File: config.mk
export PLATFORM = sky130hd
export DESIGN_NAME = rom_loader
export DESIGN_NICKNAME = d
export VERILOG_FILES = /design/src/rtl/rom_loader_pkg.sv /design/src/rtl/rom_loader_rx_timeout.sv /design/src/rtl/rom_loader.sv
export SDC_FILE = /design/constraint.sdc
export NUM_CORES = 1
export LEC_CHECK = 0
export CORE_ASPECT_RATIO = 1.1
export CORE_UTILIZATION = 49
export DETAILED_ROUTE_END_ITERATION = 12
export GPL_TIMING_DRIVEN = 0
export PLACE_DENSITY = 0.81
export SLEW_MARGIN = 25
export SYNTH_ARGS = -nofsm -noshare
export SYNTH_HDL_FRONTEND = slang
export SYNTH_HIERARCHICAL = 1
export SYNTH_SLANG_ARGS = --single-unit
File: constraint.sdc
create_clock -name clk -period 9.35 [get_ports clk]
set_input_delay 1.4025 -clock clk [delete_from_list [all_inputs] [get_ports clk]]
set_output_delay 1.4025 -clock clk [all_outputs]
set_load 0.02 [all_outputs]
File: src/rtl/rom_loader_pkg.sv
// Shared definitions for the ROM loader: frame states, default sync marker and
// frame-format constants.
package rom_loader_pkg;

  typedef enum logic [3:0] {
    StSync,
    StLenHi,
    StLenLo,
    StDataHi,
    StDataLo,
    StSumHi,
    StSumLo,
    StRun,
    StError
  } state_e;

  localparam logic [7:0] DEFAULT_SYNC_BYTE = 8'hA5;
  localparam int unsigned LEN_BITS = 16;
  localparam int unsigned SUM_BITS = 16;

  // A frame must carry at least one word and no more than the ROM holds.
  function automatic logic len_valid(input logic [LEN_BITS-1:0] len,
                                     input int unsigned addr_width);
    return (len != '0) && (32'(len) <= (32'd1 << addr_width));
  endfunction

  function automatic logic in_frame(input state_e st);
    return st inside {StLenHi, StLenLo, StDataHi, StDataLo, StSumHi, StSumLo};
  endfunction

endpackage

File: src/rtl/rom_loader_rx_timeout.sv
// Inter-byte watchdog: counts idle cycles while enabled and flags expiry on the
// cycle that would reach TIMEOUT_CYCLES. TIMEOUT_CYCLES of 0 disables it.
module rom_loader_rx_timeout #(
  parameter int unsigned TIMEOUT_CYCLES = 1000000
) (
  input  logic clk,
  input  logic reset,
  input  logic clear,
  input  logic enable,
  output logic expired
);

  localparam int unsigned CNT_W = (TIMEOUT_CYCLES > 1) ? $clog2(TIMEOUT_CYCLES) : 1;
  localparam int unsigned LAST  = (TIMEOUT_CYCLES > 0) ? TIMEOUT_CYCLES - 1 : 0;

  logic [CNT_W-1:0] count;

  assign expired = (TIMEOUT_CYCLES != 0) && enable && !clear && (count == CNT_W'(LAST));

  always_ff @(posedge clk or posedge reset) begin
    if (reset) begin
      count <= '0;
    end else if (clear || !enable || expired) begin
      count <= '0;
    end else begin
      count <= count + 1'b1;
    end
  end

endmodule

File: src/rtl/rom_loader.sv
// Writes a framed, checksummed byte stream into the instruction ROM and holds
// the CPU in reset until a complete frame has verified.
module rom_loader
  import rom_loader_pkg::*;
#(
  parameter int unsigned ADDR_WIDTH     = 12,
  parameter logic [7:0]  SYNC_BYTE      = DEFAULT_SYNC_BYTE,
  parameter int unsigned TIMEOUT_CYCLES = 1000000
) (
  input  logic                  clk,
  input  logic                  reset,
  input  logic                  rx_valid,
  input  logic [7:0]            rx_data,
  output logic                  rom_we,
  output logic [ADDR_WIDTH-1:0] rom_addr,
  output logic [15:0]           rom_wdata,
  output logic                  cpu_reset,
  output logic                  loaded,
  output logic                  error,
  output logic [ADDR_WIDTH:0]   words_loaded
);

  state_e              state;
  logic [LEN_BITS-1:0] length;
  logic [SUM_BITS-1:0] checksum;
  logic [7:0]          len_hi;
  logic [7:0]          hi_byte;
  logic                timeout;

  rom_loader_rx_timeout #(
    .TIMEOUT_CYCLES(TIMEOUT_CYCLES)
  ) u_rx_timeout (
    .clk    (clk),
    .reset  (reset),
    .clear  (rx_valid),
    .enable (in_frame(state)),
    .expired(timeout)
  );

  always_ff @(posedge clk or posedge reset) begin
    if (reset) begin
      state        <= StSync;
      rom_we       <= 1'b0;
      rom_addr     <= '0;
      rom_wdata    <= '0;
      cpu_reset    <= 1'b1;
      loaded       <= 1'b0;
      error        <= 1'b0;
      words_loaded <= '0;
      length       <= '0;
      checksum     <= '0;
      len_hi       <= '0;
      hi_byte      <= '0;
    end else begin
      rom_we <= 1'b0;
      // Bookkeeping trails the write pulse by one cycle; bytes are spaced so
      // this never collides with the next frame's sync clear.
      if (rom_we) begin
        rom_addr     <= rom_addr + 1'b1;
        checksum     <= checksum + rom_wdata;
        words_loaded <= words_loaded + 1'b1;
      end
      if (rx_valid) begin
        unique case (state)
          StSync, StRun, StError: begin
            if (rx_data == SYNC_BYTE) begin
              state        <= StLenHi;
              checksum     <= '0;
              words_loaded <= '0;
              rom_addr     <= '0;
              error        <= 1'b0;
              cpu_reset    <= 1'b1;
              loaded       <= 1'b0;
            end
          end
          StLenHi: begin
            len_hi <= rx_data;
            state  <= StLenLo;
          end
          StLenLo: begin
            if (len_valid({len_hi, rx_data}, ADDR_WIDTH)) begin
              length <= {len_hi, rx_data};
              state  <= StDataHi;
            end else begin
              state     <= StError;
              error     <= 1'b1;
              cpu_reset <= 1'b1;
              loaded    <= 1'b0;
            end
          end
          StDataHi: begin
            hi_byte <= rx_data;
            state   <= StDataLo;
          end
          StDataLo: begin
            rom_we    <= 1'b1;
            rom_wdata <= {hi_byte, rx_data};
            state     <= (LEN_BITS'(words_loaded) + 1'b1 == length) ? StSumHi : StDataHi;
          end
          StSumHi: begin
            hi_byte <= rx_data;
            state   <= StSumLo;
          end
          StSumLo: begin
            if ({hi_byte, rx_data} == checksum) begin
              state     <= StRun;
              cpu_reset <= 1'b0;
              loaded    <= 1'b1;
            end else begin
              state     <= StError;
              error     <= 1'b1;
              cpu_reset <= 1'b1;
              loaded    <= 1'b0;
            end
          end
          default: state <= StSync;
        endcase
      end else if (timeout) begin
        state     <= StError;
        error     <= 1'b1;
        cpu_reset <= 1'b1;
        loaded    <= 1'b0;
      end
    end
  end

endmodule

Yosys cells after proc, flatten, opt, wreduce, memory -nomap -nowiden
Cells that the tools add are included.

$mul: 0. Shift-type cells: 0. Add/subtract/negate cells: 5. Div/mod/pow operators: 0. Bitwise operators: 0. Mux-type cells: 37. Equality and inequality tests: 16. Order comparisons: 1. Reduce and logical (&&, ||, !) cells: 20.

Operators with widths (number): two-way mux 16 bit (4); two-way mux 13 bit (4); two-way mux 12 bit (4); one-hot mux 4 bit (7 select lines) (1); adder 20 x 1 -> 20 bit (second input constant) (1); equality test 20 bit (second input constant) (1); two-way mux 20 bit (1); two-way mux 4 bit (5); adder 16 bit (1); equality test 14 x 16 -> 1 bit (1); equality test 16 bit (1); equality test 4 x 3 -> 1 bit (second input constant) (4); <= comparator 16 x 13 -> 1 bit (second input constant) (1); nonzero test 16 bit (1); adder 13 x 1 -> 14 bit (second input constant) (1); two-way mux 1 bit (14); adder 13 x 1 -> 13 bit (second input constant) (1); adder 12 x 1 -> 12 bit (second input constant) (1); != test 3 bit (second input constant) (3); one-hot mux 1 bit (3 select lines) (3); equality test 4 x 2 -> 1 bit (second input constant) (2); equality test 8 bit (second input constant) (1); AND reduction 2 bit (4); nonzero test 6 bit (1); 14 further kinds (18).

Bits in read-only memories: 0. Latch bits: 0. Flip-flop bits (word level): 117. Logic and storage cells: 92. Memories kept: 0. Output and inout bits: 45. Bits in writable memories: 0.

Longest topological paths before layout
Gate-level depths: netlist of run 1.

Word-level depth: 6. Gate-level depth with buffers: 9. Depth with buffers taken out: 9.

Hierarchy
The synthesis of run 1 kept the hierarchy.

By module, submodules not included: rom_loader (area each 5550.3 um^2, cells each 569, seq. area each 2428.6 um^2, instances 1); rom_loader_rx_timeout (area each 1039.7 um^2, cells each 103, seq. area each 500.5 um^2, instances 1).

Worst setup path before layout of run 1
Ideal clock, no wire load.

Path type: input port to flip-flop. Start: input port rx_data[1]. End: register state[1]. Slack: 6435 ps. Arrival time: 2796 ps. Setup time: 119 ps. Cell stages on the path: 6. Cell sequence: or4_4 -> o221ai_2 -> o21ai_2 -> a21boi_0 -> a21boi_0 -> a21bo_1.

Cells in the longest elaborated chain, start to end: 5.

Ends and longest elaborated chain: start: declaration (RTL line rom_loader.sv:13) `input logic [7:0] rx_data,`; <= comparator 16 x 13 -> 1 bit or nonzero test 16 bit (tied branches) (RTL line rom_loader_pkg.sv:24) `return (len != '0) && (32'(len) <= (32'd1 << addr_width));`; logical AND 1 bit (RTL line rom_loader_pkg.sv:24); two-way mux 4 bit (RTL line rom_loader.sv:81) `if (len_valid({len_hi, rx_data}, ADDR_WIDTH)) begin`; one-hot mux 4 bit (7 select lines) (RTL line rom_loader.sv:64) `unique case (state)`; two-way mux 4 bit (RTL line rom_loader.sv:63) `if (rx_valid) begin`; end signal: assignment (RTL line rom_loader.sv:67) `state <= StLenHi;`; end signal: assignment (RTL line rom_loader.sv:83) `state <= StDataHi;`; end signal: assignment (RTL line rom_loader.sv:85) `state <= StError;`; end: declaration (RTL line rom_loader.sv:23) `state_e state;`.

Parallel ways exist; a longest one is shown, timed or not. A chain may end at the register's enable or synchronous reset.

Worst setup path after layout of run 1
Start: input port rx_data[4]. End: register checksum[9].

Cells in the longest elaborated chain, start to end: 4.

Ends and longest elaborated chain: equality test 8 bit (RTL line rom_loader.sv:66) `if (rx_data == SYNC_BYTE) begin`; two-way mux 16 bit (RTL line rom_loader.sv:66); two-way mux 16 bit (RTL line rom_loader.sv:64); two-way mux 16 bit (RTL line rom_loader.sv:63); end signal: assignment (RTL line rom_loader.sv:60) `checksum <= checksum + rom_wdata;`; end: declaration (RTL line rom_loader.sv:25) `logic [SUM_BITS-1:0] checksum;`.

Every way passes these cells.

==> results of run 1 <==
-- final cells by class --
cell class              instances  area, um^2
plain buffers                  30         154
clock buffers                  20         437
flip-flops and latches        117        2930
inverters                      17        68.8
clock inverters                11        87.6
multi-input cells             508        3440
fillers                      1112        5260
repair buffers                 56         578
well taps                     161         201
-- sequential cells by signal, summed over array words and instances (netlist names), 4 cells and up --
register and flops:
hi_byte 8, words_loaded 13, len_hi 8, u_rx_timeout/count 20, checksum 16, rom_addr 12, rom_wdata 16, state 4
length 16
-- where the power goes --
part	leakage [uW]	internal (uW)	total (uW)	switching, uW
sequential	0.00145	680	863	183
combinational	0.00168	568	1250	680
clock	0.000255	359	582	224
total	0.00338	1610	2690	1090
-- per-layer routing --
| metal | wire [um] | up-vias | share of wire |
|---|---|---|---|
| met3 | 667 | 43 | 0.042 |
| met4 | 461 | 0 | 0.029 |
| met1 | 6630 | 2629 | 0.42 |
| met5 | 0 | - | 0 |
| met2 | 7970 | 158 | 0.51 |
| li1 | - | 2558 | - |
-- synthesized netlist by cell type, drive strengths merged (7+ instances only) --
library cell | n | area share
inv | 16 | 0.0091
nor2b | 7 | 0.0066
nand3 | 19 | 0.018
nand2 | 75 | 0.043
o21ai | 26 | 0.020
mux2 | 28 | 0.048
a31oi | 7 | 0.0066
and3 | 13 | 0.012
nor3 | 10 | 0.0076
a21oi | 23 | 0.018
o31ai | 7 | 0.0080
xor2 | 52 | 0.069
and2 | 9 | 0.0087
buf | 16 | 0.015
clkbuf | 14 | 0.0080
a211oi | 9 | 0.010
or3 | 7 | 0.0066
mux2i | 10 | 0.015
xnor2 | 18 | 0.024
dfrtp | 116 | 0.44
nor4 | 12 | 0.011
a21o | 12 | 0.014
nor2 | 59 | 0.034
nand4 | 21 | 0.020
ha | 18 | 0.034
-- stage by stage --
stage,hold slack (ns),utilization
after CTS,0.464,0.600
after global routing,0.491,0.600
final,0.462,0.600
after floorplan,0.439,-
after global placement,0.454,0.558
after detailed placement,0.455,0.560
-- path summary, 6_finish.rpt --
kind | cells after the start | endpoint | start
max in group asynchronous | 2 | u_rx_timeout/count[19] | reset
max reg2reg | 8 | checksum[12] | rom_wdata[0]
max | 6 | checksum[9] | rx_data[4]
min | 2 | cpu_reset | cpu_reset
min in group asynchronous | 2 | hi_byte[3] | reset
min reg2reg | 2 | cpu_reset | cpu_reset
-- worst min-delay path, delay by kind of cell, from the launching register on --
kind	cells	cell delay (ns)
buffers and inverters	1	0.04
flip-flops	1	0.36
AO/OA/AOI/OAI	1	0.05
-- logic make-up after synthesis --
family	Yosys count	synth area share
compound gates	117	0.122
xor+xnor	70	0.0930
fa+ha+maj	19	0.0372
buf+inv	47	0.0330
flops	117	0.444
mux	38	0.0630
simple gates	264	0.208
-- layout by cell type, fill, tap and decap left out, types with 12 or more instances in the layout --
| master | instances |
|---|---|
| buf_2 | 12 |
| clkbuf_1 | 17 |
| ha_1 | 18 |
| and3_1 | 13 |
| o21ai_0 | 24 |
| xnor2_1 | 18 |
| nand3_1 | 17 |
| a21oi_1 | 22 |
| nand4_1 | 21 |
| clkdlybuf4s50_1 | 55 |
| inv_1 | 15 |
| nor2_1 | 59 |
| xor2_1 | 52 |
| clkbuf_16 | 17 |
| dfrtp_1 | 116 |
| nor4_1 | 12 |
| mux2_2 | 28 |
| nand2_1 | 74 |
| a21o_1 | 12 |
==> flow_metrics.env, run 1 <==
export IMPL_status="finished, final reports clean"
export IMPL_synth_edf_count=0
export IMPL_period_share=0.384
export IMPL_ys_seq_area_frac=0.444
export IMPL_hold_buffers=0
export IMPL_dpl_hpwl_um=11300
export IMPL_drive_gt1_frac=0.119
export IMPL_htreeDepth=4
export IMPL_power_density_nw_per_um2=341
export IMPL_firstDrtPassIters=5
export IMPL_fin_skew_ns=0.0110
export IMPL_critPathRequiredTime_ns=9.64
export IMPL_dp_slack_ns=5.38
export IMPL_grt_busiest_layer="met2"
export IMPL_cts_tree="yes"
export IMPL_cts_root_buf="clkbuf_16"
export IMPL_arrival_ns=3.88
export IMPL_setup_viol=0
export IMPL_clockBufferDepth=2
export IMPL_fin_nets=777
export IMPL_core_um2=13200
export IMPL_syn_area_um2=6590
export IMPL_cpMaxStageDelayCell="clkdlybuf4s50_1"
export IMPL_wl_um=15700
export IMPL_ir_drop_mv=0.0942
export IMPL_ios=56
export IMPL_finalPower_uw=2690
export IMPL_async_reset_ff_frac=1.00
export IMPL_finalHoldViolCount=0
export IMPL_gr_total_overflow=0
export IMPL_rsz0062_at_grt="no"
export IMPL_final_antenna_net_count=0
export IMPL_ys_warn_count=6
export IMPL_synthCells=672
export IMPL_drc=0
export IMPL_fp_dieW_um=113
export IMPL_grt_pass1_vias=5243
export IMPL_wl_per_cell_um=17.1
export IMPL_dp_cells=889
export IMPL_grt_first_pass_wirelength_um=25900
export IMPL_period_needed_ns=3.59
export IMPL_drtIter0Drc=356
export IMPL_grt_max_degree=57
export IMPL_cts_clk_slew_worst_paths_ns=0.05
export IMPL_worstPathCellList="clkdlybuf4s50_1, or4_4, nor3_1, buf_2, buf_2, nor2_1"
export IMPL_place_area_um2=7370
export IMPL_insertion_delay_ns=0.42
export IMPL_antenna_cells=0
export IMPL_start_util=0.501
export IMPL_dieArea_um2=13900
export IMPL_hp_class="reg2reg"
export IMPL_stdcell_count=920
export IMPL_num_vias=5388
export IMPL_maxCapViolCount=0
export IMPL_cts_buffers=17
export IMPL_critPathCaptureType="flip-flop"
export IMPL_fmax_ghz=0.278
export IMPL_synth_ff_type="dfrtp_1"
export IMPL_start_kind="input port"
export IMPL_max_slew_margin=0.488
export IMPL_grt_usage=0.243
export IMPL_drv_slew=0
export IMPL_gr_usage_met3=0.0506
export IMPL_numPortBuffers=55
export IMPL_crit_buf_inv=3
export IMPL_place_congestion=0.874
export IMPL_finalSetupTns_ns=0
export IMPL_clock_sinks=117
export IMPL_antenna_found_initial=0
export IMPL_areaGrowthSynthToFinish_pct=19.9
export IMPL_worst_pin_slew_ns=0.768
export IMPL_ys_seq_elements=117
export IMPL_syn_nets=702
export IMPL_syn_avg_cell_area_um2=9.81
export IMPL_cts_setup_buffers=0
export IMPL_vias_per_cell=5.86
export IMPL_gr_usage_met2=0.417
export IMPL_std_cell_rows=44
export IMPL_max_stage_delay_ns=0.67
export IMPL_design_area_um2=7900
export IMPL_crit_family="buffers and inverters"
export IMPL_finalWorstSetupSlack_ns=5.76
export IMPL_crit_fanout=10
export IMPL_power_leakage_uw=0.00338
export IMPL_synth_cell_type_count=69
export IMPL_cts_resized=0
export IMPL_cp_common_cell="buf_2"
export IMPL_critPathKind="in2reg"
export IMPL_die_h_um=124
export IMPL_met1_usage=0.292
export IMPL_reg2reg_slack_ns=6.38
Power figures use the tool's default switching activity.
==> run 2: changes to the inputs <==
Clock period 9.35 ns to 3.47 ns, I/O delays scaled along.
==> results of run 2 <==
Same layout as run 1 (identical final DEF). Status: finished, final reports clean.
Main changes from that run: setup slack after placement 5.38 ns -> 0.379 ns; setup slack after layout 5.76 ns -> 0.496 ns; start point of the critical path rx_data[4] -> rom_wdata[0]; end point of the critical path checksum[9] -> checksum[12]; register-to-register setup slack 6.38 ns -> 0.50 ns; total power 2690 uW -> 7260 uW; worst IR drop on VDD 0.0942 mV -> 0.254 mV
==> run 3: changes to the inputs <==
Settings changed: TNS_END_PERCENT set to 100.
==> results of run 3 <==
Same layout as run 1 (identical final DEF). Status: finished, final reports clean.
Main changes from that run: setup slack after placement 5.38 ns -> 0.379 ns; setup slack after layout 5.76 ns -> 0.496 ns; start point of the critical path rx_data[4] -> rom_wdata[0]; end point of the critical path checksum[9] -> checksum[12]; register-to-register setup slack 6.38 ns -> 0.50 ns; total power 2690 uW -> 7260 uW; worst IR drop on VDD 0.0942 mV -> 0.254 mV
